$ cat src/rtl/decode_issue_queue.sv
// Purpose : in-order decode->execute issue queue (DEPTH-entry FIFO) with a
//           per-register latency scoreboard that interlocks RAW/WAW hazards
//           against long-latency producers (load, divide, CSR write).
// Latency : 1 cycle minimum from push to head (no same-cycle bypass).
// Backpressure: in_ready drops when full or during clear; out_valid is held
//           low while the head entry is blocked by the scoreboard or during clear.
//
// Ports:
//   clk, rst             clock, asynchronous active-high reset
//   clear                pipeline flush, empties the queue at the next edge
//   in_*                 enqueue handshake and decoded instruction fields
//   out_*                head entry handshake and fields (all 0 when empty)
//   wb_valid, wb_waddr   early completion of a long-latency producer
//   hazard               head present but blocked by the scoreboard
//   count                current occupancy, 0..DEPTH
module decode_issue_queue #(
   parameter int XLEN  = 32,
   parameter int DEPTH = 4,
   parameter int NREG  = 32,
   parameter int LAT_W = 3,
   localparam int AW   = $clog2(DEPTH),
   localparam int CW   = AW + 1,
   localparam int RW   = $clog2(NREG)
) (
   input  logic             clk,
   input  logic             rst,
   input  logic             clear,
   // enqueue side
   input  logic             in_valid,
   output logic             in_ready,
   input  logic [XLEN-1:0]  in_pc,
   input  logic [31:0]      in_instr,
   input  logic [RW-1:0]    in_waddr,
   input  logic [RW-1:0]    in_raddr1,
   input  logic [RW-1:0]    in_raddr2,
   input  logic             in_wren,
   input  logic             in_rden1,
   input  logic             in_rden2,
   input  logic [LAT_W-1:0] in_lat,
   // issue side
   output logic             out_valid,
   input  logic             out_ready,
   output logic [XLEN-1:0]  out_pc,
   output logic [31:0]      out_instr,
   output logic [RW-1:0]    out_waddr,
   output logic [RW-1:0]    out_raddr1,
   output logic [RW-1:0]    out_raddr2,
   output logic             out_wren,
   output logic             out_rden1,
   output logic             out_rden2,
   output logic [LAT_W-1:0] out_lat,
   // writeback / status
   input  logic             wb_valid,
   input  logic [RW-1:0]    wb_waddr,
   output logic             hazard,
   output logic [CW-1:0]    count
);

   // ------------------------------------------------------------------
   // Queue state
   // ------------------------------------------------------------------
   logic [AW-1:0]    r_wr_ptr;
   logic [AW-1:0]    r_rd_ptr;
   logic [CW-1:0]    r_count;

   logic [XLEN-1:0]  r_pc     [DEPTH];
   logic [31:0]      r_instr  [DEPTH];
   logic [RW-1:0]    r_waddr  [DEPTH];
   logic [RW-1:0]    r_raddr1 [DEPTH];
   logic [RW-1:0]    r_raddr2 [DEPTH];
   logic             r_wren   [DEPTH];
   logic             r_rden1  [DEPTH];
   logic             r_rden2  [DEPTH];
   logic [LAT_W-1:0] r_lat    [DEPTH];

   // Per-register cycles remaining until the result is forwardable.
   // Entry 0 exists only to keep indexing simple; it is held at zero.
   logic [LAT_W-1:0] r_cnt    [NREG];

   // ------------------------------------------------------------------
   // Head entry and handshakes
   // ------------------------------------------------------------------
   logic             w_empty;
   logic             w_push;
   logic             w_pop;
   logic [XLEN-1:0]  w_h_pc;
   logic [31:0]      w_h_instr;
   logic [RW-1:0]    w_h_waddr;
   logic [RW-1:0]    w_h_raddr1;
   logic [RW-1:0]    w_h_raddr2;
   logic             w_h_wren;
   logic             w_h_rden1;
   logic             w_h_rden2;
   logic [LAT_W-1:0] w_h_lat;
   logic             w_haz_r1;
   logic             w_haz_r2;
   logic             w_haz_w;

   assign w_empty    = (r_count == '0);

   assign w_h_pc     = r_pc    [r_rd_ptr];
   assign w_h_instr  = r_instr [r_rd_ptr];
   assign w_h_waddr  = r_waddr [r_rd_ptr];
   assign w_h_raddr1 = r_raddr1[r_rd_ptr];
   assign w_h_raddr2 = r_raddr2[r_rd_ptr];
   assign w_h_wren   = r_wren  [r_rd_ptr];
   assign w_h_rden1  = r_rden1 [r_rd_ptr];
   assign w_h_rden2  = r_rden2 [r_rd_ptr];
   assign w_h_lat    = r_lat   [r_rd_ptr];

   // Ready depends only on registered occupancy: a push while full is
   // refused even if the head pops in the same cycle.
   assign in_ready   = (r_count != CW'(DEPTH)) & ~clear;

   // RAW on either source, or WAW on the destination, against a producer
   // whose result is still in flight. x0 is never interlocked.
   assign w_haz_r1   = w_h_rden1 & (w_h_raddr1 != '0) & (r_cnt[w_h_raddr1] != '0);
   assign w_haz_r2   = w_h_rden2 & (w_h_raddr2 != '0) & (r_cnt[w_h_raddr2] != '0);
   assign w_haz_w    = w_h_wren  & (w_h_waddr  != '0) & (r_cnt[w_h_waddr]  != '0);

   assign hazard     = ~w_empty & (w_haz_r1 | w_haz_r2 | w_haz_w);
   assign out_valid  = ~w_empty & ~hazard & ~clear;

   assign w_push     = in_valid & in_ready;
   assign w_pop      = out_valid & out_ready;

   // Head fields are forced to zero while the queue is empty so that stale
   // storage never leaks onto the execute bus.
   assign out_pc     = w_empty ? '0 : w_h_pc;
   assign out_instr  = w_empty ? '0 : w_h_instr;
   assign out_waddr  = w_empty ? '0 : w_h_waddr;
   assign out_raddr1 = w_empty ? '0 : w_h_raddr1;
   assign out_raddr2 = w_empty ? '0 : w_h_raddr2;
   assign out_wren   = w_empty ? 1'b0 : w_h_wren;
   assign out_rden1  = w_empty ? 1'b0 : w_h_rden1;
   assign out_rden2  = w_empty ? 1'b0 : w_h_rden2;
   assign out_lat    = w_empty ? '0 : w_h_lat;

   assign count      = r_count;

   // ------------------------------------------------------------------
   // Pointers and occupancy
   // ------------------------------------------------------------------
   always_ff @(posedge clk or posedge rst) begin
      if (rst) begin
         r_wr_ptr <= '0;
         r_rd_ptr <= '0;
         r_count  <= '0;
      end else if (clear) begin
         r_wr_ptr <= '0;
         r_rd_ptr <= '0;
         r_count  <= '0;
      end else begin
         // DEPTH is a power of two, so pointer overflow is the modulo wrap.
         if (w_push) r_wr_ptr <= r_wr_ptr + AW'(1);
         if (w_pop)  r_rd_ptr <= r_rd_ptr + AW'(1);
         case ({w_push, w_pop})
            2'b10:   r_count <= r_count + CW'(1);
            2'b01:   r_count <= r_count - CW'(1);
            default: r_count <= r_count;
         endcase
      end
   end

   // ------------------------------------------------------------------
   // Entry storage: contents are don't-care until pushed, so no reset.
   // ------------------------------------------------------------------
   always_ff @(posedge clk) begin
      if (w_push) begin
         r_pc    [r_wr_ptr] <= in_pc;
         r_instr [r_wr_ptr] <= in_instr;
         r_waddr [r_wr_ptr] <= in_waddr;
         r_raddr1[r_wr_ptr] <= in_raddr1;
         r_raddr2[r_wr_ptr] <= in_raddr2;
         r_wren  [r_wr_ptr] <= in_wren;
         r_rden1 [r_wr_ptr] <= in_rden1;
         r_rden2 [r_wr_ptr] <= in_rden2;
         r_lat   [r_wr_ptr] <= in_lat;
      end
   end

   // ------------------------------------------------------------------
   // Scoreboard. Not touched by clear: producers that already issued
   // still complete and must keep interlocking younger instructions.
   // Priority: issue load > writeback clear > decrement, so an issue and a
   // writeback to the same register in one cycle keep the issue latency.
   // ------------------------------------------------------------------
   always_ff @(posedge clk or posedge rst) begin
      if (rst) begin
         for (int r = 0; r < NREG; r++) begin
            r_cnt[r] <= '0;
         end
      end else begin
         r_cnt[0] <= '0;
         for (int r = 1; r < NREG; r++) begin
            if (w_pop & w_h_wren & (w_h_waddr == RW'(r)) & (w_h_lat != '0)) begin
               r_cnt[r] <= w_h_lat;
            end else if (wb_valid & (wb_waddr == RW'(r))) begin
               r_cnt[r] <= '0;
            end else if (r_cnt[r] != '0) begin
               r_cnt[r] <= r_cnt[r] - LAT_W'(1);
            end
         end
      end
   end

endmodule

$ cat config.mk
export PLATFORM = sky130hd
export DESIGN_NAME = decode_issue_queue
export DESIGN_NICKNAME = d
export VERILOG_FILES = /design/src/rtl/decode_issue_queue.sv
export SDC_FILE = /design/constraint.sdc
export NUM_CORES = 1
export LEC_CHECK = 0
export ABC_CLOCK_PERIOD_IN_PS = 4500
export CORE_MARGIN = 2
export CORE_UTILIZATION = 35
export CTS_BUF_LIST = sky130_fd_sc_hd__clkbuf_8
export DETAILED_ROUTE_END_ITERATION = 6
export GPL_ROUTABILITY_DRIVEN = 0
export PLACE_DENSITY_LB_ADDON = 0.3
export SLEW_MARGIN = 5
export SYNTH_ARGS = -nofsm -noshare
export SYNTH_HDL_FRONTEND = slang
export SYNTH_SLANG_ARGS = --single-unit
$ cat constraint.sdc
create_clock -name clk -period 4.5 [get_ports clk]
set_input_delay 0.9 -clock clk [delete_from_list [all_inputs] [get_ports clk]]
set_output_delay 0.9 -clock clk [all_outputs]
set_load 0.03 [all_outputs]
==> run metrics <==
final WL 55.0 mm; CTS tree yes; Mapped Nets 1671; final hold vios 0; cell count after synthesis 1508; Final Util 43.5%; clk_skew 0.0464 ns; peak supply drop 0.247 mV; Hold Path Class flip-flop to flip-flop; Clk Latency, worst-skew pair 0.66 ns; first-pass GRT wire length 83.5 mm; Worst-path clk slew 0.06 ns; Initial Utilization 35.4%; post-DR vias/cell 5.12; met3 usage 6.65%; Die H 251 um; Reg-to-Reg Start r_rd_ptr[0]$_DFFE_PP0P_; CP max-delay cell dfrtp_4; top_reg_cell synth edfxtp_1; Setup-failing EPs final 0; Final WS setup 0.0766 ns; leak pwr 9.57 nW; area fraction of the dominant cell type after synthesis 47.8%; Post-DP HPWL 37.1 mm; # clock sinks 440; Reg2Reg Setup Slack 0.39 ns; most used routing layer in global routing met2; hold_buf cts 0; Yosys cell types 66; die area 63000 um^2; global router's overall resource usage 17.5%; H-Tree Depth 3; grt total ovfl 0; fraction of registers with async set/reset 22.7%; Mean Syn Cell Area 14.2 um^2; IO buf count 186; met2 usage 27.6%; Seq/Total Area, Yosys 59.5%; RSZ-0062 raised after global routing true; buffer and inverter count on the worst path 5; Final min period 4.42 ns; worst reg2reg path depth 16; Worst EP arrival 3.52 ns; CTS Buf Count 77; ANT nets after route 0; Pre-antenna DRT Iters 5; Core Rows 90; slowest stage delay, CP 0.51 ns; Max Cap Violations 0; Post-Syn Area 21400 um^2; antenna violations before repair 11; Post-synth EDFFs 340; Final Max Slew Viols 0; number of synthesized register bits 440; Max-slew headroom 24.2%; critical path, cell by cell buf_12, buf_16, mux4_2, inv_2, buf_6, mux4_2, o2bb2ai_1, a211o_1, o211a_4, a21oi_4, buf_12; worst setup path end hazard; initial DRC count 834; Area growth, synth to finish 22.9%; crit-path max FO 9; share of post-route cells with drive strength above 1 18.4%; CP Class flip-flop to primary output; Synth area leaders edfxtp_1, dfrtp_1, mux4_2; worst r2r dst count[2]$_DFFE_PP0P_; YS warnings 0; met1 usage 22.4%; Final period util 98.3%; Remaining DRCs 0; WL per Instance 20.9 um; IO Count 187; status completed; CTS max path bufs 3; crit end category primary output; max frequency 0.226 GHz; vias 13500; clock root buffer clkbuf_8; crit path from r_rd_ptr[0]$_DFFE_PP0P_; pre-CTS WS 0.0760 ns; Startpoint Class flip-flop; core area 60400 um^2; largest net degree at the start of global routing 73; Worst Tran Pin Value 1.13 ns; pwr/cell area 499 nW/um^2; Critical Path RT 3.60 ns; WP depth 11; Die X 251 um; nets 1953; critical path's top delay family multiplexers; vias in the first global route 14100; area leader, netlist edfxtp_1
## cells in the final DEF, fill, tap and decap left out, types with 4 or more instances in the layout
master	n
o211ai_1	11
a211o_1	6
buf_6	4
clkdlybuf4s50_1	184
or3_1	13
nor2b_1	84
o21ai_0	51
edfxtp_1	340
nor3_2	6
clkinv_2	6
inv_1	117
dfrtp_1	98
nand2b_1	16
xnor2_1	32
diode_2	4
mux2_2	13
and2_1	4
mux4_2	90
clkbuf_8	77
ha_1	66
mux2i_1	132
a311oi_1	4
nand2_1	195
inv_12	4
nor2_1	50
nor3b_1	6
buf_4	64
nor3_1	29
nand3_1	8
nor4_4	7
and3_4	4
nor3_4	20
buf_12	12
clkinv_1	19
## through the flow
stage	hold WS, ns	setup TNS [ns]	cells	area (um^2)	total power, mW
CTS	0.544	-0.0146	2626	26200	13.2
global placement	0.533	0	2472	24500	9.51
floorplan	0.493	0	1508	21400	8.33
global route	0.582	-0.200	2629	26200	14.0
finish	0.535	0	2632	26200	13.1
detailed placement	0.532	0	2472	24500	9.70
## cell usage after synthesis (3+ instances only)
master      n
edfxtp_1  340
nand2_1   196
mux2i_1   133
dfrtp_1   100
inv_1      96
mux4_2     90
nor2b_1    84
ha_1       66
o21ai_0    52
nor2_1     50
clkbuf_1   36
xnor2_1    32
nor3_1     31
nor3_4     20
nand2b_1   19
mux2_2     13
or3_1      13
buf_2      11
o211ai_1   11
nand3_1     8
buf_1       7
buf_6       7
nor4_4      7
a211o_1     6
nor3b_1     6
a21oi_1     4
a311oi_1    4
and2_1      4
and3_1      4
nor3_2      4
o21ai_1     4
o311ai_1    4
a311o_1     3
nand3b_1    3
## flip-flops by register name, summed over array words and instances, names as in the netlist
signal and cells:
r_rd_ptr 2, r_lat 12, r_wren 4, r_rden2 4
r_raddr2 20, r_wr_ptr 2, r_rden1 4, r_pc 128
r_waddr 20, r_raddr1 20, r_instr 128, count 3
r_cnt 93
## area by class of cell
type                       instances  area, um^2
sequential                       440       12700
tap                              782         978
inverter                          96         363
fill                            5477       34100
multi-input combinational        909        8120
clock buffer                      77        1060
antenna                            4        10.0
clock inverter                    58         323
timing repair buffer             266        2670
## report_power, final
group	switching, mW	internal [mW]	leakage, nW
sequential	0.492	4.98	4.28
combinational	2.34	1.94	4.50
clock	1.68	1.69	0.793
## per-layer routing
| layer | vias up | part of all wire [%] |
|---|---|---|
| met5 | - | 0.13 |
| met4 | 10 | 2.3 |
| met3 | 114 | 9.2 |
| met2 | 411 | 46 |
| met1 | 6776 | 42 |
| li1 | 6171 | - |
## worst register-to-register path, stage by stage (launching register included)
cell       delay, ns
dfrtp_4         0.51
buf_12          0.15
buf_16          0.14
mux4_2          0.46
inv_2           0.10
buf_6           0.12
mux4_2          0.49
o2bb2ai_1       0.15
a211o_1         0.29
o211a_4         0.18
buf_4           0.15
nand3_4         0.07
nor2_1          0.07
fa_1            0.42
or4_1           0.54
a21o_1          0.19
nand3_1         0.07
## kinds of logic after synthesis
kind of cell / count (synthesis) / share of synthesized area [%]
compound gates: 113 / 3.52
xor+xnor: 34 / 1.39
fa+ha+maj: 67 / 3.96
buf+inv: 159 / 3.18
flops: 440 / 59.5
mux: 237 / 16.5
simple gates: 458 / 11.9
## worst min-delay path by stage
stage	to	startpoint	slack, ns	depth (start not counted)
after global routing	r_wr_ptr[0]$_DFFE_PP0P_	r_wr_ptr[0]$_DFFE_PP0P_	0.58	1
after detailed placement	r_wr_ptr[0]$_DFFE_PP0P_	r_wr_ptr[0]$_DFFE_PP0P_	0.53	1
after global placement	r_wr_ptr[0]$_DFFE_PP0P_	r_wr_ptr[0]$_DFFE_PP0P_	0.53	1
after floorplan	r_wr_ptr[0]$_DFFE_PP0P_	r_wr_ptr[0]$_DFFE_PP0P_	0.49	1
after CTS	r_wr_ptr[0]$_DFFE_PP0P_	r_wr_ptr[0]$_DFFE_PP0P_	0.54	1
final	r_wr_ptr[0]$_DFFE_PP0P_	r_wr_ptr[0]$_DFFE_PP0P_	0.53	1
## repair_timing
item / 4_1_cts / 5_1_grt
gates resized for setup: 23 / 13
cloned: 1 / 0
setup endpoints to repair: 2 / 3
pin swaps: 6 / 4
setup buffers: 18 / 2
hold endpoints to repair: 0 / 0
Power figures use the tool's default switching activity.
